--- src/rtl/cacheline_adapter_if.sv ---
// Signal bundle between the cache DFP port, the line adapter and the burst memory (bmem) port.
// slave is the adapter's view; master is the view of the cache plus memory environment.
interface cacheline_adapter_if #(
    parameter int unsigned LINE_BITS = 256,
    parameter int unsigned BEAT_BITS = 64
);
    logic [31:0]          dfp_addr;
    logic                 dfp_read;
    logic                 dfp_write;
    logic [LINE_BITS-1:0] dfp_wdata;
    logic [LINE_BITS-1:0] dfp_rdata;
    logic                 dfp_resp;

    logic [31:0]          bmem_addr;
    logic                 bmem_read;
    logic                 bmem_write;
    logic [BEAT_BITS-1:0] bmem_wdata;
    logic                 bmem_ready;
    logic [31:0]          bmem_raddr;
    logic [BEAT_BITS-1:0] bmem_rdata;
    logic                 bmem_rvalid;

    modport slave (
        input  dfp_addr, dfp_read, dfp_write, dfp_wdata,
        input  bmem_ready, bmem_raddr, bmem_rdata, bmem_rvalid,
        output dfp_rdata, dfp_resp,
        output bmem_addr, bmem_read, bmem_write, bmem_wdata
    );

    modport master (
        output dfp_addr, dfp_read, dfp_write, dfp_wdata,
        output bmem_ready, bmem_raddr, bmem_rdata, bmem_rvalid,
        input  dfp_rdata, dfp_resp,
        input  bmem_addr, bmem_read, bmem_write, bmem_wdata
    );
endinterface

--- src/rtl/cacheline_adapter.sv ---
// Services one cache line read/write at a time as a 4-beat burst on the bmem port.
// Optional CACHELINE_ADAPTER_RADDR_CHECK_EN: drop returning read beats whose line tag mismatches.
module cacheline_adapter #(
    parameter int unsigned LINE_BITS = 256,
    parameter int unsigned BEAT_BITS = 64
) (
    input logic              clk,
    input logic              rst_n,
    cacheline_adapter_if.slave bus
);
    localparam int unsigned BEATS = LINE_BITS / BEAT_BITS;
    localparam int unsigned CntW  = $clog2(BEATS);
    localparam int unsigned OffW  = $clog2(LINE_BITS / 8);

    typedef enum logic [2:0] {
        StIdle,
        StRdReq,
        StRdWait,
        StWrBurst,
        StResp,
        StGuard
    } state_e;

    state_e               state_q, state_d;
    logic [CntW-1:0]      cnt_q, cnt_d;
    logic [31:0]          addr_q, addr_d;
    logic [LINE_BITS-1:0] line_q, line_d;
    logic                 beat_ok;
    logic                 last_beat;

`ifdef CACHELINE_ADAPTER_RADDR_CHECK_EN
    assign beat_ok = bus.bmem_rvalid && (bus.bmem_raddr[31:OffW] == addr_q[31:OffW]);
    logic unused_bits;
    assign unused_bits = ^{bus.dfp_addr[OffW-1:0], bus.bmem_raddr[OffW-1:0]};
`else
    assign beat_ok = bus.bmem_rvalid;
    logic unused_bits;
    assign unused_bits = ^{bus.dfp_addr[OffW-1:0], bus.bmem_raddr};
`endif

    assign last_beat = (cnt_q == CntW'(BEATS - 1));

    always_ff @(posedge clk or negedge rst_n) begin
        if (!rst_n) begin
            state_q <= StIdle;
            cnt_q   <= '0;
            addr_q  <= '0;
            line_q  <= '0;
        end else begin
            state_q <= state_d;
            cnt_q   <= cnt_d;
            addr_q  <= addr_d;
            line_q  <= line_d;
        end
    end

    always_comb begin
        state_d         = state_q;
        cnt_d           = cnt_q;
        addr_d          = addr_q;
        line_d          = line_q;
        bus.dfp_rdata   = '0;
        bus.dfp_resp    = 1'b0;
        bus.bmem_addr   = '0;
        bus.bmem_read   = 1'b0;
        bus.bmem_write  = 1'b0;
        bus.bmem_wdata  = '0;

        unique case (state_q)
            StIdle: begin
                // Write takes priority when both requests arrive together.
                if (bus.dfp_write) begin
                    addr_d  = {bus.dfp_addr[31:OffW], OffW'(0)};
                    line_d  = bus.dfp_wdata;
                    cnt_d   = '0;
                    state_d = StWrBurst;
                end else if (bus.dfp_read) begin
                    addr_d  = {bus.dfp_addr[31:OffW], OffW'(0)};
                    cnt_d   = '0;
                    state_d = StRdReq;
                end
            end
            StRdReq: begin
                bus.bmem_read = 1'b1;
                bus.bmem_addr = addr_q;
                if (bus.bmem_ready) begin
                    state_d = StRdWait;
                end
            end
            StRdWait: begin
                if (beat_ok) begin
                    line_d[BEAT_BITS*cnt_q +: BEAT_BITS] = bus.bmem_rdata;
                    cnt_d = cnt_q + CntW'(1);
                    if (last_beat) begin
                        state_d = StResp;
                    end
                end
            end
            StWrBurst: begin
                bus.bmem_write = 1'b1;
                bus.bmem_addr  = addr_q;
                bus.bmem_wdata = line_q[BEAT_BITS*cnt_q +: BEAT_BITS];
                if (bus.bmem_ready) begin
                    cnt_d = cnt_q + CntW'(1);
                    if (last_beat) begin
                        state_d = StResp;
                    end
                end
            end
            StResp: begin
                bus.dfp_resp  = 1'b1;
                bus.dfp_rdata = line_q;
                state_d       = StGuard;
            end
            // The cache drops its request a cycle after resp; ignore it here.
            StGuard: begin
                state_d = StIdle;
            end
            default: begin
                state_d = StIdle;
            end
        endcase
    end
endmodule

--- src/flat_wrapper.sv ---
// flat-port wrapper written by rule: the top's interface ports become plain ports
module cacheline_adapter_flat 
#(
    parameter int unsigned LINE_BITS = 256,
    parameter int unsigned BEAT_BITS = 64
)
  (clk, rst_n, bus_dfp_addr, bus_dfp_read, bus_dfp_write, bus_dfp_wdata, bus_bmem_ready, bus_bmem_raddr, bus_bmem_rdata, bus_bmem_rvalid, bus_dfp_rdata, bus_dfp_resp, bus_bmem_addr, bus_bmem_read, bus_bmem_write, bus_bmem_wdata);
  cacheline_adapter_if #(.LINE_BITS(LINE_BITS), .BEAT_BITS(BEAT_BITS)) bus_i ();
  input logic clk;
  input logic rst_n;
  input wire logic [$bits(bus_i.dfp_addr)-1:0] bus_dfp_addr;
  input wire logic [$bits(bus_i.dfp_read)-1:0] bus_dfp_read;
  input wire logic [$bits(bus_i.dfp_write)-1:0] bus_dfp_write;
  input wire logic [$bits(bus_i.dfp_wdata)-1:0] bus_dfp_wdata;
  input wire logic [$bits(bus_i.bmem_ready)-1:0] bus_bmem_ready;
  input wire logic [$bits(bus_i.bmem_raddr)-1:0] bus_bmem_raddr;
  input wire logic [$bits(bus_i.bmem_rdata)-1:0] bus_bmem_rdata;
  input wire logic [$bits(bus_i.bmem_rvalid)-1:0] bus_bmem_rvalid;
  output wire logic [$bits(bus_i.dfp_rdata)-1:0] bus_dfp_rdata;
  output wire logic [$bits(bus_i.dfp_resp)-1:0] bus_dfp_resp;
  output wire logic [$bits(bus_i.bmem_addr)-1:0] bus_bmem_addr;
  output wire logic [$bits(bus_i.bmem_read)-1:0] bus_bmem_read;
  output wire logic [$bits(bus_i.bmem_write)-1:0] bus_bmem_write;
  output wire logic [$bits(bus_i.bmem_wdata)-1:0] bus_bmem_wdata;
  assign bus_i.dfp_addr = bus_dfp_addr;
  assign bus_i.dfp_read = bus_dfp_read;
  assign bus_i.dfp_write = bus_dfp_write;
  assign bus_i.dfp_wdata = bus_dfp_wdata;
  assign bus_i.bmem_ready = bus_bmem_ready;
  assign bus_i.bmem_raddr = bus_bmem_raddr;
  assign bus_i.bmem_rdata = bus_bmem_rdata;
  assign bus_i.bmem_rvalid = bus_bmem_rvalid;
  assign bus_dfp_rdata = bus_i.dfp_rdata;
  assign bus_dfp_resp = bus_i.dfp_resp;
  assign bus_bmem_addr = bus_i.bmem_addr;
  assign bus_bmem_read = bus_i.bmem_read;
  assign bus_bmem_write = bus_i.bmem_write;
  assign bus_bmem_wdata = bus_i.bmem_wdata;
  cacheline_adapter #(.LINE_BITS(LINE_BITS), .BEAT_BITS(BEAT_BITS)) u_core (.clk(clk), .rst_n(rst_n), .bus(bus_i));
endmodule
--- config.mk ---
export PLATFORM = sky130hd
export DESIGN_NAME = cacheline_adapter_flat
export DESIGN_NICKNAME = d
export VERILOG_FILES = /design/src/rtl/cacheline_adapter_if.sv /design/src/rtl/cacheline_adapter.sv /design/src/flat_wrapper.sv
export SDC_FILE = /design/constraint.sdc
export NUM_CORES = 1
export LEC_CHECK = 0
export BUFFER_PORTS_ARGS = -buffer_cell sky130_fd_sc_hd__buf_2
export CORE_AREA = 4 4 291 293
export CTS_CLUSTER_SIZE = 20
export DETAILED_ROUTE_END_ITERATION = 10
export DIE_AREA = 0 0 295 297
export GPL_TIMING_DRIVEN = 1
export PLACE_DENSITY_LB_ADDON = 0.25
export SYNTH_ARGS = -nofsm -noshare
export SYNTH_HDL_FRONTEND = slang
export SYNTH_SLANG_ARGS = --single-unit
--- constraint.sdc ---
create_clock -name clk -period 7.12 [get_ports clk]
set_input_delay 0.712 -clock clk [delete_from_list [all_inputs] [get_ports clk]]
set_output_delay 0.712 -clock clk [all_outputs]
set_load 0.03 [all_outputs]
== After elaboration in Yosys (flattened, before gate mapping) ==
Index checks and enable logic that the tools add are counted.
Word-level totals
  input bits: 390
  register bits: 293
  word-level logic and storage cells: 52
  output and inout bits: 355
Cells by class
  equal/unequal tests: 10
  mux-type cells: 24
  add/subtract/negate cells: 2
  reduce and logical (&&, ||, !) cells: 9
  shift operators: 3
Operators with widths (number)
  $mux 256: 3
  $pmux 256 s2: 1
  $bwmux 256: 1
  $shift 64x34->256 const A: 1
  $shiftx 256x9->64: 1
  $shiftx 64x34->256: 1
  $mux 32: 3
  $mux 64: 1
  $neg 8->34: 1
  $mux 3: 6
  $pmux 3 s5: 1
  $mux 2: 4
  $ne 2x2->1 const B: 4
  $reduce_and 4->1: 2
  $eq 3x2->1 const B: 2
  $pmux 2 s3: 1
  $reduce_bool 2->1: 2
  $eq 3x1->1 const B: 1
  $eq 3x3->1 const B: 1
  $logic_not 3->1: 1
  $mux 1: 3
  $ne 3x3->1 const B: 1
  $reduce_and 3->1: 1
  $reduce_bool 3->1: 1
  4 further kinds: 4

== Logic depth before layout (Yosys ltp) ==
Gate-level depths: netlist (run 1).
  depth in word-level cells: 5
  depth in mapped cells: 10
  depth with buffers taken out: 5

== Worst setup path before layout (run 1) ==
Ideal clock, no wire load.
  kind: register to register
  from: register u_core.cnt_q[0]
  to: register u_core.line_q[61]
  data required time: 7056 ps
  period minus slack after synthesis: 2631 ps
  arrival: 2567 ps
  buffers on the path: 5
  stages on the path, launching flop included: 11
  library setup time: 64 ps
  slack: 4489 ps
  cell sequence: dfrtp_1 buf_2 buf_2 buf_2 inv_1 ha_1 nor4bb_1 buf_2 clkbuf_1 a32o_1 mux2_2
Between the ends
  longest elaborated chain between the ends: 5
  elaborated cells on any way between the ends: 6
  those cells by class: add/sub: 1; shift: 2; mux: 3
Ends and longest elaborated chain
  start: declaration: line cacheline_adapter.sv:25  | logic [CntW-1:0] cnt_q, cnt_d;
  start signal: assignment: line cacheline_adapter.sv:51  | cnt_q <= cnt_d;
  $neg 8->34 (*): line cacheline_adapter.sv:92  | line_d[BEAT_BITS*cnt_q +: BEAT_BITS] = bus.bmem_rdata;
  $shiftx 64x34->256 / $shift 64x34->256 (equally long branches): line cacheline_adapter.sv:92
  $bwmux 256 (*): line cacheline_adapter.sv:92
  $mux 256 (*): line cacheline_adapter.sv:91  | if (beat_ok) begin
  $pmux 256 s2 (*): line cacheline_adapter.sv:69  | unique case (state_q)
  end signal: assignment: line cacheline_adapter.sv:53  | line_q <= line_d;
  end: declaration: line cacheline_adapter.sv:27  | logic [LINE_BITS-1:0] line_q, line_d;
Every way passes the cells marked *; elsewhere a longest branch is shown, timed or not. The select of a mux whose other input is x is not followed.
A chain may end at the register's enable or synchronous reset.

== Worst setup path in the final report (run 1) ==
  from: register u_core.cnt_q[0]
  to: output bus_bmem_wdata[39]
Between the ends
  longest elaborated chain between the ends: 2
Ends and longest elaborated chain
  $shiftx 256x9->64: line cacheline_adapter.sv:102  | bus.bmem_wdata = line_q[BEAT_BITS*cnt_q +: BEAT_BITS];
  $mux 64: line cacheline_adapter.sv:69
  end: declaration: line flat_wrapper.sv:24  | output wire logic [$bits(bus_i.bmem_wdata)-1:0] bus_bmem_wdata;
No other way between the ends.

==> impl_metrics.env, run 1 <==
export IMPL_worst_pin_slew_ns=1.146
export IMPL_finalMaxSlewViolations=0
export IMPL_ys_warn_count=0
export IMPL_ys_flop_type="dfrtp_1"
export IMPL_final_cell_area_sq_um=24460
export IMPL_seq_area_sq_um=7222
export IMPL_clkLatencyLatePin_ns=0.54
export IMPL_gp_congestion=0.8443
export IMPL_cp_required_ns=6.41
export IMPL_cts_setup_buffers=0
export IMPL_synth_cells=1621
export IMPL_status="complete, no violations"
export IMPL_antenna_found_initial=29
export IMPL_crit_buf_inv=3
export IMPL_start_kind="register"
export IMPL_cpPeakStageDelay_ns=0.86
export IMPL_min_period_ns=4.353
export IMPL_synth_edf_count=0
export IMPL_firstDrtPassIters=5
export IMPL_hpwl_microns=60120
export IMPL_wl_per_cell_microns=27.59
export IMPL_yosysTopAreaCell="dfrtp_1"
export IMPL_ctsResizeCount=0
export IMPL_num_rows=105
export IMPL_peakVddDrop_uv=335.6
export IMPL_grt_overflow_total=0
export IMPL_io_pins=745
export IMPL_drc=0
export IMPL_slew_headroom=0.2362
export IMPL_hp_class="primary input to asynchronous set/reset pin"
export IMPL_drive_above_1_share=0.5153
export IMPL_async_flop_share=1.000
export IMPL_netlist_area_sq_um=18830
export IMPL_cp_max_fo=37
export IMPL_cts_tree="done"
export IMPL_die_area_sq_um=87620
export IMPL_grt_usage=0.1991
export IMPL_clockRootBuffer="clkbuf_16"
export IMPL_fin_skew_ns=0.01344
export IMPL_cp_top_family="buffers and inverters"
export IMPL_min_period_over_period=0.6114
export IMPL_rsz0062_at_grt="no"
export IMPL_grt_pass1_wl_microns=131800
export IMPL_yosysSeqAreaShare=0.3828
export IMPL_power_leakage_nw=11.67
export IMPL_initial_utilization=0.2300
export IMPL_criticalPathCategory="register to output port"
export IMPL_ys_seq_elements=288
export IMPL_nets=2596
export IMPL_grt_max_degree=144
export IMPL_clkSinkCount=288
export IMPL_critPathArrivalTime_ns=3.64
export IMPL_crit_path_top_delay_cell="buf_4"
export IMPL_multiInputGateArea_sq_um=10670
export IMPL_path_cells="buf_4, buf_4, mux4_2, and3_1, buf_2"
export IMPL_final_hold_viol_count=0
export IMPL_crit_top_cell="buf_4"
export IMPL_yosysUniqueCellTypes=39
export IMPL_finalSetupViolations=0
export IMPL_worst_setup_path_end_kind="output port"
export IMPL_numCtsBuffers=40
export IMPL_max_freq_ghz=0.2297
export IMPL_grt_pass1_vias=18790
export IMPL_cts_buffer_depth=3
export IMPL_path_clk_slew_ns=0.06
export IMPL_syn_avg_cell_area_sq_um=11.61
export IMPL_nFillCells=8634
export IMPL_core_sq_um=81850
export IMPL_drtIter0Drc=1227
export IMPL_synth_top_area_frac=0.3828
export IMPL_cts_hold_buf=0
export IMPL_max_cap_violations=0
export IMPL_vias=17510
export IMPL_tns_ns=0
export IMPL_post_dp_cell_area_sq_um=23100
export IMPL_area_growth_pct=29.95
export IMPL_die_y_microns=297
export IMPL_routed_via_density=5.270
export IMPL_synth_area_top_cells="dfrtp_1 38%, mux2_2 15%, a32o_1 10%"
export IMPL_port_buffers=702
export IMPL_drt_total_wl_microns=91700
export IMPL_htreeDepth=2
export IMPL_power_density_nw_per_um2=446.9
export IMPL_die_w_microns=295
export IMPL_ant_nets=0
area by class of cell:
type                    instances  area share
clock inverters                 9    0.005165
clock buffers                  60     0.04813
flip-flops and latches        288      0.2952
multi-input cells            1129      0.4360
diodes                         25    0.002557
inverters                       4   0.0006137
repair buffers                738      0.1576
well taps                    1070     0.05472
flip-flops by register name, summed over array words and instances (netlist names):
name and flops:
u_core.cnt_q 2, u_core.addr_q 27, u_core.state_q 3, u_core.line_q 256
power by group:
part | internal [mW] | total [mW] | switching [mW]
Sequential | 2.34 | 2.96 | 0.623
Clock | 1.24 | 2.04 | 0.799
Combinational | 2.36 | 5.93 | 3.56
per-stage QoR:
stage / setup slack (ns) / hold WS (ns) / util / std cells / power [mW]
global route: 2.497 / 0.1841 / 0.2985 / 3311 / 11.45
finish: 2.767 / 0.1450 / 0.2989 / 3323 / 10.93
floorplan: 4.489 / 0.4164 / - / 1625 / 6.937
CTS: 2.627 / 0.1803 / 0.2981 / 3298 / 10.98
global placement: 2.928 / 0.4606 / 0.2822 / 3229 / 8.782
detailed placement: 2.877 / 0.4670 / 0.2822 / 3229 / 8.875
cell families (layout without fill, tap and decap cells):
| group | count (synthesis) | after routing | synth area share |
|---|---|---|---|
| mux | 350 | 350 | 0.2513 |
| compound gates | 267 | 267 | 0.1378 |
| other cells | 1 | 30 | 0.0001992 |
| simple gates | 501 | 501 | 0.1671 |
| fa+ha+maj | 5 | 5 | 0.003323 |
| buf+inv | 208 | 811 | 0.05695 |
| flops | 288 | 288 | 0.3828 |
| xor+xnor | 1 | 1 | 0.0004653 |
layer usage:
| metal | GRT usage | vias to the layer above | wire length, microns |
|---|---|---|---|
| li1 | - | 7345 | - |
| met1 | 0.2476 | 9121 | 36840 |
| met2 | 0.3393 | 852 | 44920 |
| met3 | 0.04188 | 177 | 6941 |
| met4 | 0.07294 | 16 | 2870 |
| met5 | 0 | - | 116 |
layout by cell type, fill, tap and decap left out, drive strengths merged, types with 2 or more instances in the layout:
| master | n |
|---|---|
| nor3 | 2 |
| conb | 5 |
| clkbuf | 60 |
| nor2 | 4 |
| nand2 | 2 |
| nand3 | 4 |
| diode | 25 |
| mux4 | 64 |
| clkinv | 5 |
| nor4bb | 3 |
| and3 | 64 |
| mux2 | 285 |
| a32o | 192 |
| a22o | 2 |
| o2bb2ai | 64 |
| bufinv | 3 |
| inv | 4 |
| and2 | 284 |
| a21oi | 6 |
| nor2b | 67 |
| buf | 738 |
| nand4 | 64 |
| dfrtp | 288 |
| ha | 5 |
final timing paths:
check / startpoint / end / slack (ns) / cells after the start
hold / removal: rst_n / u_core.line_q[240]$_DFFE_PN0P_ / 0.14 / 1
max in group asynchronous: rst_n / u_core.line_q[74]$_DFFE_PN0P_ / 5.38 / 2
setup / recovery: u_core.cnt_q[0]$_DFFE_PN0P_ / bus_bmem_wdata[39] / 2.77 / 5
setup reg to reg: u_core.cnt_q[1]$_DFFE_PN0P_ / u_core.line_q[65]$_DFFE_PN0P_ / 2.86 / 8
min in group clk: bus_dfp_addr[28] / u_core.addr_q[28]$_DFFE_PN0P_ / 0.39 / 2
hold reg to reg: u_core.addr_q[19]$_DFFE_PN0P_ / u_core.addr_q[19]$_DFFE_PN0P_ / 0.48 / 1
Yosys cell counts (2+ instances only):
cell	instances
buf_6	26
a21oi_1	2
buf_1	2
a22o_1	2
mux4_2	64
mux2_2	249
buf_4	8
nor3_1	2
nor4bb_1	3
and3_1	64
mux2_1	17
buf_2	53
clkbuf_1	115
nand2_1	2
ha_1	5
and2_1	284
mux2_4	19
o2bb2ai_1	64
a21oi_4	4
nand3_1	4
inv_1	4
nor2b_1	67
dfrtp_1	288
a32o_1	192
nand4_1	64
nor2_1	4
Note: power is estimated with default switching activity, not from simulation.
==> inputs of run 2 (changes only) <==
Clock period 7.12 ns to 3.6 ns, I/O delays scaled along.
==> run 2 against run 1 <==
Clock-buffer cell count rose by 6. First-iteration DRC count barely moved. Hold slack got worse by 0.10 ns. Total power rose by 99%. Die area did not move. Setup slack got worse by 2.5 ns. Register-to-register slack got worse by 2.2 ns. Largest power group unchanged.
==> impl_metrics.env, run 2 (synthesis gave the netlist of run 1 again) <==
export IMPL_status="complete, no violations"
export IMPL_clkSinkCount=288
export IMPL_finalSetupViolations=0
export IMPL_min_delay_start="bus_dfp_addr[24]"
export IMPL_cp_max_fo=148
export IMPL_antenna_found_initial=26
export IMPL_initial_utilization=0.2300
export IMPL_cp_required_ns=3.24
export IMPL_htreeDepth=2
export IMPL_max_freq_ghz=0.2977
export IMPL_core_sq_um=81850
export IMPL_min_period_over_period=0.9330
export IMPL_p_sw_mw=9.855
export IMPL_largest_reg_flops=256
export IMPL_fin_skew_ns=0.01695
export IMPL_drtIter0Drc=1228
export IMPL_crit_path_top_delay_cell="dfrtp_4"
export IMPL_min_period_ns=3.359
export IMPL_criticalPathCategory="register to output port"
export IMPL_tns_ns=0
export IMPL_reg2reg_slack_ns=0.69
export IMPL_port_buffers=702
export IMPL_routed_via_density=5.295
export IMPL_cts_buffer_depth=3
export IMPL_die_area_sq_um=87620
export IMPL_numCtsBuffers=39
export IMPL_crit_cells=4
export IMPL_vias=17650
export IMPL_cts_tree="done"
export IMPL_final_hold_viol_count=0
export IMPL_cpPeakStageDelay_ns=0.67
export IMPL_mostFrequentLayoutCells="701 x buf_2, 284 x and2_1, 284 x dfrtp_1, 249 x mux2_2, 192 x a32o_1"
export IMPL_regMostFlops="u_core.line_q"
export IMPL_power_frac_seq=0.271
export IMPL_clockRootBuffer="clkbuf_16"
export IMPL_worst_pin_slew_ns=0.8694
export IMPL_start_kind="register"
export IMPL_die_w_microns=295
export IMPL_area_growth_pct=31.34
export IMPL_gp_congestion=0.8441
export IMPL_nets=2610
export IMPL_rr_endpoint="u_core.line_q[197]$_DFFE_PN0P_"
export IMPL_power_leakage_nw=11.77
export IMPL_ant_nets=0
export IMPL_grt_pass1_vias=18900
export IMPL_grt_overflow_total=0
export IMPL_power_density_nw_per_um2=878.0
export IMPL_layout_commonest_cell="buf_2"
export IMPL_post_dp_cell_area_sq_um=23340
export IMPL_drive_above_1_share=0.5129
export IMPL_p_int_mw=11.86
export IMPL_peakVddDrop_uv=574.9
export IMPL_finalMaxSlewViolations=0
export IMPL_largestRegisters="u_core.line_q (256), u_core.addr_q (27), u_core.state_q (3)"
export IMPL_p_sw_frac=0.4539
export IMPL_crit_start="u_core.state_q[0]$_DFFE_PN0P_"
export IMPL_clkLatencyLatePin_ns=0.54
export IMPL_crit_buf_inv=2
export IMPL_critPathArrivalTime_ns=3.00
export IMPL_grt_max_degree=149
export IMPL_io_pins=745
export IMPL_cts_setup_buffers=0
export IMPL_hp_class="primary input to register"
export IMPL_wl_per_cell_microns=27.36
export IMPL_grt_usage=0.1987
export IMPL_die_y_microns=297
export IMPL_grt_pass1_wl_microns=131900
export IMPL_endpoint="bus_dfp_rdata[102]"
export IMPL_rsz0062_at_grt="no"
export IMPL_hpwl_microns=60100
export IMPL_path_clk_slew_ns=0.06
export IMPL_max_cap_violations=0
export IMPL_r2r_start="u_core.cnt_q[0]$_DFFE_PN0P_"
export IMPL_num_rows=105
export IMPL_drt_total_wl_microns=91180
export IMPL_rr_worst_depth=6
export IMPL_path_cells="nor3b_2, buf_12, and2_1, buf_2"
export IMPL_cp_top_family="simple AND/OR/NAND/NOR gates"
export IMPL_clockPowerShare=0.180
export IMPL_final_cell_area_sq_um=24730
export IMPL_firstDrtPassIters=5
export IMPL_drc=0
export IMPL_worst_setup_path_end_kind="output port"
export IMPL_comb_power_share=0.550
export IMPL_slew_headroom=0.4204
[run 2: cell types whose count changed in the layout (fill, tap and decap cells not counted)]
| cell | before | now |
|---|---|---|
| buf_12 | 5 | 20 |
| buf_4 | 31 | 23 |
| bufinv_16 | 3 | 1 |
| clkbuf_1 | 11 | 16 |
| clkbuf_8 | 8 | 9 |
| clkinv_2 | 4 | 1 |
| diode_2 | 25 | 19 |
| dlygate4sd3_1 | 0 | 8 |
[run 2: routing by layer]
metal / share of wire / wire [microns] / GRT usage
met1: 0.40 / 36600 / 0.2473
met2: 0.49 / 44840 / 0.3363
met3: 0.073 / 6668 / 0.04166
met4: 0.032 / 2953 / 0.07757
met5: 0.0013 / 116 / 0
[run 2: layout make-up]
class / count / area (sq um)
fill: 8561 / 57120
timing repair buffer: 753 / 4177
inverter: 4 / 15.01
antenna: 19 / 47.55
sequential: 288 / 7222
tap: 1070 / 1339
clock buffer: 66 / 1210
clock inverter: 4 / 51.30
multi-input combinational: 1129 / 10670
[run 2: timing repair]
action                    4_1_cts  5_1_grt
resized for setup               0        0
hold buffers                    8        0
hold endpoints to repair       78        0
[run 2: power groups by stage]
| stage | clock [mW] | sequential [mW] | combinational [mW] |
|---|---|---|---|
| final | 3.90 | 5.88 | 11.9 |
| after CTS | 4.03 | 5.85 | 11.9 |
| after floorplan | 0 | 5.19 | 8.53 |
| after detailed placement | 0 | 5.89 | 11.9 |
| after global routing | 4.15 | 6.03 | 12.5 |
| after global placement | 0 | 5.81 | 11.7 |
[run 2: worst register-to-register path, delay by kind of cell (launching register included)]
kind	cells	cell delay, ns
DFF	1	0.79
AOI/OAI and AO/OA	1	0.35
adders and majority gates	1	0.39
buffers and inverters	2	0.81
and+or+nand+nor	1	0.38
muxes	1	0.15
[run 2: worst min path at each step]
stage | to | slack (ns) | depth (start not counted)
after floorplan | u_core.addr_q[10]$_DFFE_PN0P_ | 0.06 | 0
after global placement | u_core.line_q[112]$_DFFE_PN0P_ | 0.42 | 1
after detailed placement | u_core.line_q[112]$_DFFE_PN0P_ | 0.43 | 1
after CTS | u_core.addr_q[13]$_DFFE_PN0P_ | 0.0008 | 2
after global routing | u_core.addr_q[23]$_DFFE_PN0P_ | 0.01 | 2
final | u_core.addr_q[24]$_DFFE_PN0P_ | 0.04 | 2
[run 2: per-stage QoR]
step,hold WS (ns),cells,setup WS (ns),total power [mW],util
2_1_floorplan,0.06441,1625,0.9689,13.72,-
3_3_place_gp,0.4240,3236,0.6978,17.53,0.2851
3_5_place_dp,0.4255,3236,0.6798,17.77,0.2851
4_1_cts,0.0007798,3314,0.1875,21.80,0.3015
5_1_grt,0.01340,3327,0.1337,22.72,0.3019
6_report,0.04266,3333,0.2414,21.71,0.3021
